$ cat src/rtl/knn_topk_vote.sv
// Streaming K-nearest-neighbour back end: keeps the K smallest distances per query,
// votes them into a saturating per-class histogram and arg-max scans it on frame end.
module knn_topk_vote #(
  parameter int unsigned DIST_W    = 14,
  parameter int unsigned CLASS_NUM = 5,
  parameter int unsigned CLASS_W   = 3,
  parameter int unsigned K         = 3,
  parameter int unsigned CNT_W     = 6
) (
  input  logic               clk_en,
  input  logic               reset_n,
  input  logic               s_valid,
  output logic               s_ready,
  input  logic [DIST_W-1:0]  s_dist,
  input  logic [CLASS_W-1:0] s_class,
  input  logic               s_last,
  input  logic               frame_end,
  output logic               busy,
  output logic               res_valid,
  input  logic               res_ready,
  output logic [CLASS_W-1:0] res_class,
  output logic [CNT_W-1:0]   res_count
);

  localparam int unsigned PosW = $clog2(K + 1);
  localparam int unsigned IdxW = (CLASS_NUM > 1) ? $clog2(CLASS_NUM) : 1;
  localparam int unsigned SumW = CNT_W + PosW;
  localparam logic [CNT_W-1:0] CntMax = '1;
  localparam logic [IdxW-1:0]  IdxLast = IdxW'(CLASS_NUM - 1);

  typedef enum logic [1:0] {StAccum, StScan, StDone} state_e;

  state_e state_q, state_d;

  logic [DIST_W-1:0]  lst_dist_q [K];
  logic [DIST_W-1:0]  lst_dist_d [K];
  logic [CLASS_W-1:0] lst_cls_q  [K];
  logic [CLASS_W-1:0] lst_cls_d  [K];
  logic [K-1:0]       lst_vld_q, lst_vld_d;

  logic [CLASS_W-1:0] vote_cls_q [K];
  logic [CLASS_W-1:0] vote_cls_d [K];
  logic [K-1:0]       vote_vld_q, vote_vld_d;
  logic               vote_pend_q, vote_pend_d;
  logic               scan_req_q, scan_req_d;

  logic [CNT_W-1:0]   hist_q [CLASS_NUM];
  logic [CNT_W-1:0]   hist_d [CLASS_NUM];
  logic [PosW-1:0]    vote_cnt [CLASS_NUM];
  logic [SumW-1:0]    hist_sum [CLASS_NUM];

  logic [IdxW-1:0]    idx_q, idx_d;
  logic [CNT_W-1:0]   max_cnt_q, max_cnt_d;
  logic [CLASS_W-1:0] max_cls_q, max_cls_d;

  logic [PosW-1:0]    ins_pos;
  logic [DIST_W-1:0]  shf_dist [K];
  logic [CLASS_W-1:0] shf_cls  [K];
  logic [K-1:0]       shf_vld;
  logic [DIST_W-1:0]  mrg_dist [K];
  logic [CLASS_W-1:0] mrg_cls  [K];
  logic [K-1:0]       mrg_vld;

  logic beat, last_beat, fe_take;

  assign beat      = s_valid & s_ready;
  assign last_beat = beat & s_last;
  // frame_end is only honoured in ACCUM and only once while a scan request waits
  assign fe_take   = (state_q == StAccum) & frame_end & ~scan_req_q;

  // Insertion slot = number of valid entries with dist <= s_dist; equal distances stay ahead.
  always_comb begin
    ins_pos = '0;
    for (int k = 0; k < K; k++) begin
      if (lst_vld_q[k] && (lst_dist_q[k] <= s_dist)) begin
        ins_pos = ins_pos + PosW'(1);
      end
    end
    shf_dist[0] = '0;
    shf_cls[0]  = '0;
    shf_vld[0]  = 1'b0;
    for (int k = 1; k < K; k++) begin
      shf_dist[k] = lst_dist_q[k-1];
      shf_cls[k]  = lst_cls_q[k-1];
      shf_vld[k]  = lst_vld_q[k-1];
    end
    for (int k = 0; k < K; k++) begin
      if (PosW'(k) < ins_pos) begin
        mrg_dist[k] = lst_dist_q[k];
        mrg_cls[k]  = lst_cls_q[k];
        mrg_vld[k]  = lst_vld_q[k];
      end else if (PosW'(k) == ins_pos) begin
        mrg_dist[k] = s_dist;
        mrg_cls[k]  = s_class;
        mrg_vld[k]  = 1'b1;
      end else begin
        mrg_dist[k] = shf_dist[k];
        mrg_cls[k]  = shf_cls[k];
        mrg_vld[k]  = shf_vld[k];
      end
    end
  end

  // List and vote snapshot; the list clears on query end so the next beat needs no bubble.
  always_comb begin
    lst_dist_d  = lst_dist_q;
    lst_cls_d   = lst_cls_q;
    lst_vld_d   = lst_vld_q;
    vote_cls_d  = vote_cls_q;
    vote_vld_d  = vote_vld_q;
    vote_pend_d = last_beat;
    if (last_beat) begin
      vote_cls_d = mrg_cls;
      vote_vld_d = mrg_vld;
    end
    if (last_beat || fe_take) begin
      lst_vld_d = '0;
    end else if (beat) begin
      lst_dist_d = mrg_dist;
      lst_cls_d  = mrg_cls;
      lst_vld_d  = mrg_vld;
    end
  end

  always_comb begin
    for (int c = 0; c < CLASS_NUM; c++) begin
      vote_cnt[c] = '0;
      for (int k = 0; k < K; k++) begin
        if (vote_vld_q[k] && (vote_cls_q[k] == CLASS_W'(c))) begin
          vote_cnt[c] = vote_cnt[c] + PosW'(1);
        end
      end
    end
  end

  always_comb begin
    for (int c = 0; c < CLASS_NUM; c++) begin
      hist_sum[c] = SumW'(hist_q[c]) + SumW'(vote_cnt[c]);
      hist_d[c]   = hist_q[c];
      if ((state_q == StDone) && res_ready) begin
        hist_d[c] = '0;
      end else if (vote_pend_q) begin
        hist_d[c] = (hist_sum[c] > SumW'(CntMax)) ? CntMax : hist_sum[c][CNT_W-1:0];
      end
    end
  end

  // Arg-max scan; strict > keeps the lowest class index on ties.
  always_comb begin
    idx_d     = idx_q;
    max_cnt_d = max_cnt_q;
    max_cls_d = max_cls_q;
    if (state_q == StScan) begin
      idx_d = (idx_q == IdxLast) ? '0 : idx_q + IdxW'(1);
      if ((idx_q == '0) || (hist_q[idx_q] > max_cnt_q)) begin
        max_cnt_d = hist_q[idx_q];
        max_cls_d = CLASS_W'(idx_q);
      end
    end
  end

  // Next-state logic; the scan waits until any vote in flight has reached the histogram.
  always_comb begin
    state_d    = state_q;
    scan_req_d = scan_req_q;
    unique case (state_q)
      StAccum: begin
        if (fe_take || scan_req_q) begin
          if (vote_pend_d) begin
            scan_req_d = 1'b1;
          end else begin
            scan_req_d = 1'b0;
            state_d    = StScan;
          end
        end
      end
      StScan: begin
        if (idx_q == IdxLast) begin
          state_d = StDone;
        end
      end
      StDone: begin
        if (res_ready) begin
          state_d = StAccum;
        end
      end
      default: state_d = StAccum;
    endcase
  end

  always_comb begin
    s_ready   = (state_q == StAccum) & ~scan_req_q;
    res_valid = (state_q == StDone);
    busy      = (state_q != StAccum) | vote_pend_q | scan_req_q;
    res_class = max_cls_q;
    res_count = max_cnt_q;
  end

  always_ff @(posedge clk_en) begin
    if (!reset_n) begin
      state_q     <= StAccum;
      lst_dist_q  <= '{default: '0};
      lst_cls_q   <= '{default: '0};
      lst_vld_q   <= '0;
      vote_cls_q  <= '{default: '0};
      vote_vld_q  <= '0;
      vote_pend_q <= 1'b0;
      scan_req_q  <= 1'b0;
      hist_q      <= '{default: '0};
      idx_q       <= '0;
      max_cnt_q   <= '0;
      max_cls_q   <= '0;
    end else begin
      state_q     <= state_d;
      lst_dist_q  <= lst_dist_d;
      lst_cls_q   <= lst_cls_d;
      lst_vld_q   <= lst_vld_d;
      vote_cls_q  <= vote_cls_d;
      vote_vld_q  <= vote_vld_d;
      vote_pend_q <= vote_pend_d;
      scan_req_q  <= scan_req_d;
      hist_q      <= hist_d;
      idx_q       <= idx_d;
      max_cnt_q   <= max_cnt_d;
      max_cls_q   <= max_cls_d;
    end
  end

endmodule

$ cat config.mk
export PLATFORM = sky130hd
export DESIGN_NAME = knn_topk_vote
export DESIGN_NICKNAME = d
export VERILOG_FILES = /design/src/rtl/knn_topk_vote.sv
export SDC_FILE = /design/constraint.sdc
export NUM_CORES = 1
export LEC_CHECK = 0
export ABC_AREA = 1
export BUFFER_PORTS_ARGS = -buffer_cell sky130_fd_sc_hd__buf_2
export CORE_MARGIN = 3
export CORE_UTILIZATION = 52
export CTS_BUF_LIST = sky130_fd_sc_hd__clkbuf_2 sky130_fd_sc_hd__clkbuf_4 sky130_fd_sc_hd__clkbuf_8
export DETAILED_ROUTE_END_ITERATION = 10
export GPL_ROUTABILITY_DRIVEN = 0
export GPL_TIMING_DRIVEN = 0
export PLACE_DENSITY = 0.67
export SETUP_SLACK_MARGIN = 0.1
export SLEW_MARGIN = 30
export SYNTH_ARGS = -nofsm -noshare
export SYNTH_HDL_FRONTEND = slang
export SYNTH_SLANG_ARGS = --single-unit
$ cat constraint.sdc
create_clock -name clk_en -period 5.8 [get_ports clk_en]
set_clock_uncertainty 0.1 [all_clocks]
set_input_delay 1.16 -clock clk_en [delete_from_list [all_inputs] [get_ports clk_en]]
set_output_delay 1.16 -clock clk_en [all_outputs]
set_load 0.005 [all_outputs]
==> results of run 1 <==
-- cell usage after synthesis (2+ instances only) --
library cell	n
nor2_1	109
xor2_1	11
ha_1	72
buf_6	2
o221ai_1	2
nor4_1	4
o31ai_1	4
o211ai_1	7
inv_2	5
clkbuf_1	22
nand3_1	61
a221oi_1	8
buf_4	4
nand2_2	8
nand2_4	2
fa_1	5
nand4_1	5
nor2_2	3
nand2_1	181
nor3_1	11
o21ai_0	99
a211oi_1	6
nand3b_1	2
dfxtp_1	112
o21ai_1	8
inv_1	168
xnor2_1	6
a31oi_1	14
buf_2	6
a21oi_1	76
o2111ai_1	2
-- metrics by stage --
step / cells / hold slack (ns) / util [%] / total power (W) / instance area (µm²)
6_report: 1261 / 0.3742 / 57.85 / 0.003125 / 7721
5_1_grt: 1261 / 0.4021 / 57.85 / 0.003446 / 7721
4_1_cts: 1261 / 0.3757 / 57.85 / 0.003137 / 7721
3_5_place_dp: 1245 / 0.3591 / 56.41 / 0.002650 / 7530
3_3_place_gp: 1245 / 0.3566 / 56.41 / 0.002625 / 7530
2_1_floorplan: 1035 / 0.3432 / - / 0.002232 / 7139
-- sequential cells by signal, indices dropped and copies added, names as in the netlist --
name	count
res_class	3
scan_req_q	1
vote_cls_q	9
hist_q	30
idx_q	3
vote_vld_q	3
lst_dist_q	42
lst_vld_q	3
vote_pend_q	1
lst_cls_q	9
res_count	6
state_q	2
-- worst min-delay path by stage --
stage,startpoint,to,depth (start not counted)
floorplan,vote_cls_q[2]$_SDFFE_PN0P_,vote_cls_q[2]$_SDFFE_PN0P_,2
global placement,vote_cls_q[2]$_SDFFE_PN0P_,vote_cls_q[2]$_SDFFE_PN0P_,2
detailed placement,vote_cls_q[5]$_SDFFE_PN0P_,vote_cls_q[5]$_SDFFE_PN0P_,2
CTS,vote_cls_q[5]$_SDFFE_PN0P_,vote_cls_q[5]$_SDFFE_PN0P_,2
global route,vote_cls_q[2]$_SDFFE_PN0P_,vote_cls_q[2]$_SDFFE_PN0P_,2
finish,vote_cls_q[5]$_SDFFE_PN0P_,vote_cls_q[5]$_SDFFE_PN0P_,2
-- worst max-delay path, stage by stage --
cell	delay, ns
buf_2	0.13
inv_1	0.10
ha_1	0.34
a21oi_1	0.16
o21ai_0	0.11
a21oi_1	0.18
o21ai_0	0.13
a21oi_1	0.29
ha_1	0.32
inv_1	0.08
nand3_1	0.09
nand2_2	0.18
nand2_1	0.19
buf_2	0.24
nand2_1	0.07
o21ai_0	0.08
a21oi_1	0.14
-- logic make-up (layout without fill, tap and decap cells) --
logic type	Yosys count	count (layout)	synth area share (%)
AOI/OAI and AO/OA	230	230	17.77
buffers and inverters	209	259	11.65
DFF	112	112	31.41
and+or+nand+nor	390	390	23.06
xor gates and xnor gates	17	17	2.085
adders and majority gates	77	77	14.02
-- power by group through the flow --
stage,logic (W),clock network (W),registers [W]
after detailed placement,0.00150,0,0.00115
after global routing,0.00176,0.000524,0.00116
final,0.00150,0.000482,0.00114
after floorplan,0.00112,0,0.00112
after global placement,0.00147,0,0.00115
after CTS,0.00150,0.000495,0.00114
-- final cells by class --
class	instances	area share (%)
multi-input cells	714	52.65
repair buffers	34	2.204
clock buffers	12	1.896
inverters	174	8.459
clock inverters	4	0.5834
flip-flops and latches	112	29.04
well taps	176	2.852
plain buffers	35	2.317
-- metal layers --
metal,wire length (µm),up-vias
met2,7260,118
met3,743,7
met4,115,0
met5,0,-
met1,9261,2926
li1,-,3474
==> results.cfg, run 1 <==
[outcome]
status = finished, final reports clean

[synthesis]
synth_seq_area_share_pct = 31.41
ys_ff_latch = 112
synthTopCellsByArea = dfxtp_1 31%, ha_1 13%, nand2_1 9.5%, inv_1 8.8%, o21ai_0 6.9%
yosysWarnings = 0
synth_ff_type = dfxtp_1
synth.top_cell.area_share_pct = 31.41
synth.cell_area_um2 = 7139
synthCells = 1035
synth-edff-count = 0
synth_fp_nets = 1135
avgSynthCellArea_um2 = 6.898
yosysUniqueCellTypes = 41
synthArstFlopShare_pct = 0
yosysTopAreaCell = dfxtp_1

[place]
hpwlAfterDp_mm = 13.75
port_buffers = 34
post-place-ws_ns = 1.603

[timing]
rsz0062_at_grt = no
post-route-min-period_ns = 3.771
finalHoldViolCount = 0
fin_ws_ns = 2.029
max_freq_ghz = 0.2652
finalCritPeriodShare_pct = 65.01
tightest_slew_ns = 0.6287
finalSetupTns_ns = 0
slew_violations = 0
relSlewSlack_pct = 58.09
setup_viol_count_final = 0

[critical_path]
critPathRequiredTime_ns = 6.03
reg2reg_from = vote_cls_q[7]$_SDFFE_PN0P_
end_kind = flop
cp_data_arrival_time_ns = 4.00
crit_path_end = lst_dist_q[27]$_SDFFE_PN0P_
cp-start-kind = input port
reg2reg_depth = 13
setup.reg_to_reg.worst_slack_ns = 2.59
cp-startpoint = s_dist[13]
r2r_end = hist_q[9]$_SDFFE_PP0P_
critical_path_class = input port to flop
critPathMaxFanout = 10

[grt]
busiest_layer = met1
first_global_vias = 5584
grt.overflow.total = 0
grt.total_usage_pct = 23.65
antenna_found_initial = 0
grt_pass1_wl_mm = 28.37
use_met1_pct = 36.54
met3_usage_pct = 4.437
met2_usage_pct = 34.32
grt_max_degree = 17

[cells_and_area]
drive_gt1_share_pct = 7.834
multi_input_area_um2 = 4065
mostFrequentLayoutCell = nand2_1
final_nets = 1180
seqCellArea_um2 = 2242
syn_to_final_growth_pct = 8.149
fillers = 1356
diodes = 0
final_cell_mix = 181 x nand2_1, 168 x inv_1, 112 x dfxtp_1

[power]
p_seq_share_pct = 36.5
clkPwrFrac_pct = 15.4
p_comb_share_pct = 48.1
ir_drop_uv = 246.7
power_leakage_nw = 3.563
p_sw_w = 0.001388
powerDensity_nw_per_um2 = 404.8
p_int_w = 0.001738
swShare_pct = 44.41

[job]
drv_cap = 0

[detailed_routing]
wl_per_cell_um = 13.78
ant_nets = 0
drtIter0Drc = 407
viasPerCell = 5.174
drc = 0
routed_wl_mm = 17.38
dr_total_vias = 6525
dr.pass1.iters = 5

[clock_tree]
clkTransAtPathRegs_ns = 0.11
cts_setup_buffers = 0
cts_buffer_depth = 2
cts_max_level = 3
cts_resized = 0
cts_tree = yes
cts.sinks = 112
cts-buffers-inserted = 9
insertion_delay_ns = 0.39
cts_root_buf = clkbuf_8
postCtsHoldBufs = 0

[floorplanning]
die_w_um = 123.2
core_um2 = 13350
chipHeight_um = 123.2
initial_utilization_pct = 53.49
die_area_um2 = 15170
row_count = 42
io_pins = 35

[hold_path]
hold_path.class = flop to flop
Power figures use the tool's default switching activity.
==> run 2: changes to the inputs <==
--- a/config.mk
+++ b/config.mk
@@ -13,7 +13,7 @@
 export DETAILED_ROUTE_END_ITERATION = 10
 export GPL_ROUTABILITY_DRIVEN = 0
 export GPL_TIMING_DRIVEN = 0
-export PLACE_DENSITY = 0.67
+export PLACE_DENSITY = 0.7
 export SETUP_SLACK_MARGIN = 0.1
 export SLEW_MARGIN = 30
 export SYNTH_ARGS = -nofsm -noshare
==> constraint.sdc (replaced) <==
create_clock -name clk_en -period 3.2 [get_ports clk_en]
set_clock_uncertainty 0.1 [all_clocks]
set_input_delay 0.64 -clock clk_en [delete_from_list [all_inputs] [get_ports clk_en]]
set_output_delay 0.64 -clock clk_en [all_outputs]
set_load 0.005 [all_outputs]
==> results.cfg, run 2 (synthesis results as in run 1) <==
[timing]
fin_ws_ns = 0.2079
setup_viol_count_final = 0
slew_violations = 0
tightest_slew_ns = 0.5893
max_freq_ghz = 0.3342
finalCritPeriodShare_pct = 93.50
hold_ws_ns = 0.3744
relSlewSlack_pct = 60.71
post-route-min-period_ns = 2.992
finalHoldViolCount = 0
rsz0062_at_grt = yes

[clock_tree]
cts_max_level = 3
cts_buffer_depth = 2
insertion_delay_ns = 0.40
clkTransAtPathRegs_ns = 0.11
cts_tree = yes
cts-buffers-inserted = 9
cts_root_buf = clkbuf_8
postCtsHoldBufs = 0
cts.sinks = 112

[place]
port_buffers = 34
hpwlAfterDp_mm = 13.60
placed_area_um2 = 7530
post-place-ws_ns = -0.4857

[cells_and_area]
final_nets = 1197
top_regs = lst_dist_q: 42 flops, hist_q: 30 flops
drive_gt1_share_pct = 13.88
top_register = lst_dist_q
mostFrequentLayoutCell = nand2_1
diodes = 0
fin_util_pct = 61.82
multi_input_area_um2 = 4307
final_area_um2 = 8252
syn_to_final_growth_pct = 15.58
largest_reg_flops = 42
seqCellArea_um2 = 2248
final_cell_mix = 175 x nand2_1, 160 x inv_1, 109 x dfxtp_1
fillers = 1264

[floorplanning]
initial_utilization_pct = 53.49
core_um2 = 13350
die_w_um = 123.2
chipHeight_um = 123.2
row_count = 42
die_area_um2 = 15170
io_pins = 35

[power]
power_leakage_nw = 3.714
ir_drop_uv = 557.5
powerDensity_nw_per_um2 = 737.7

[critical_path]
cp-start-kind = input port
critPathRequiredTime_ns = 3.46
end_kind = flop
critPathMaxFanout = 5
reg2reg_depth = 13
cp_data_arrival_time_ns = 3.25
setup.reg_to_reg.worst_slack_ns = 0.28
critical_path_class = input port to flop

[hold_path]
hold_path.class = flop to flop
hold_depth = 2

[detailed_routing]
viasPerCell = 5.311
routed_wl_mm = 18.27
dr_total_vias = 6787
ant_nets = 0
dr.pass1.iters = 6
wl_per_cell_um = 14.30
drtIter0Drc = 472
drc = 0

[grt]
antenna_found_initial = 0
first_global_vias = 5987
grt.total_usage_pct = 24.28
grt_max_degree = 19
grt.overflow.total = 0
grt_pass1_wl_mm = 29.28

[job]
drv_cap = 0

[outcome]
status = finished, final reports clean
run 2: changes by cell type in the layout (fill, tap and decap cells not counted), moves of 5 or more:
cell	previous run	this run
o21ai_0	99	91
inv_2	5	11
o21ai_1	8	15
nand2_4	2	7
buf_2	40	34
nor3_2	1	6
nor3_1	11	5
nand2_1	181	175
inv_1	168	160
ha_1	72	67
buf_4	4	17
run 2: layout make-up:
| cell class | instances | area share, % |
|---|---|---|
| Clock buffer | 9 | 1.501 |
| Timing Repair Buffer | 51 | 4.458 |
| Sequential cell | 112 | 27.25 |
| Clock inverter | 7 | 1.168 |
| Tap cell | 176 | 2.669 |
| Multi-Input combinational cell | 714 | 52.19 |
| Inverter | 174 | 8.036 |
| Buffer | 35 | 2.729 |
run 2: worst paths after layout:
check / start / end
worst max register to register: vote_cls_q[7]$_SDFFE_PN0P_ / hist_q[9]$_SDFFE_PP0P_
worst max-delay path: s_dist[5] / lst_dist_q[7]$_SDFFE_PN0P_
worst min-delay path: vote_cls_q[2]$_SDFFE_PN0P_ / vote_cls_q[2]$_SDFFE_PN0P_
worst min register to register: vote_cls_q[2]$_SDFFE_PN0P_ / vote_cls_q[2]$_SDFFE_PN0P_
run 2: repair_timing:
item / in CTS / in global routing
resized for setup: 10 / 84
setup endpoints to repair: 34 / 89
setup buffers: 2 / 12
cloned: 0 / 3
pin swaps: 0 / 16
run 2: worst max-delay path, cell delays in order:
cell and delay (ns):
buf_2 0.13, inv_2 0.08, ha_1 0.30, nand2_1 0.07, inv_1 0.08, o2111ai_1 0.12
o211ai_1 0.17, nand3_1 0.12, o2111ai_1 0.11, nand2_1 0.14, nand2_2 0.10, inv_2 0.04
ha_4 0.27, nand3_1 0.12, nand2_4 0.15, nand2_4 0.10, inv_6 0.10, clkbuf_16 0.15
nand2_1 0.05, nand3_1 0.10, nand2_1 0.06, inv_1 0.04
run 2: routing by layer:
layer | GRT usage [%] | wire length, µm
met5 | 0 | 0
met4 | 4.775 | 222
met3 | 4.712 | 1001
met2 | 38.40 | 8194
met1 | 34.68 | 8852
run 2: stage by stage:
| stage | power, W | TNS, ns | cells |
|---|---|---|---|
| final | 0.006087 | 0 | 1278 |
| after global placement | 0.004723 | -16.82 | 1245 |
| after floorplan | 0.004046 | 0 | 1035 |
| after global routing | 0.006658 | 0 | 1278 |
| after CTS | 0.005808 | 0 | 1263 |
| after detailed placement | 0.004776 | -21.05 | 1245 |
run 2: report_power, final:
group | internal, W | switching, W
combinational | 0.00118 | 0.00185
clock | 0.000441 | 0.000535
sequential | 0.00178 | 0.000303
total | 0.00340 | 0.00269
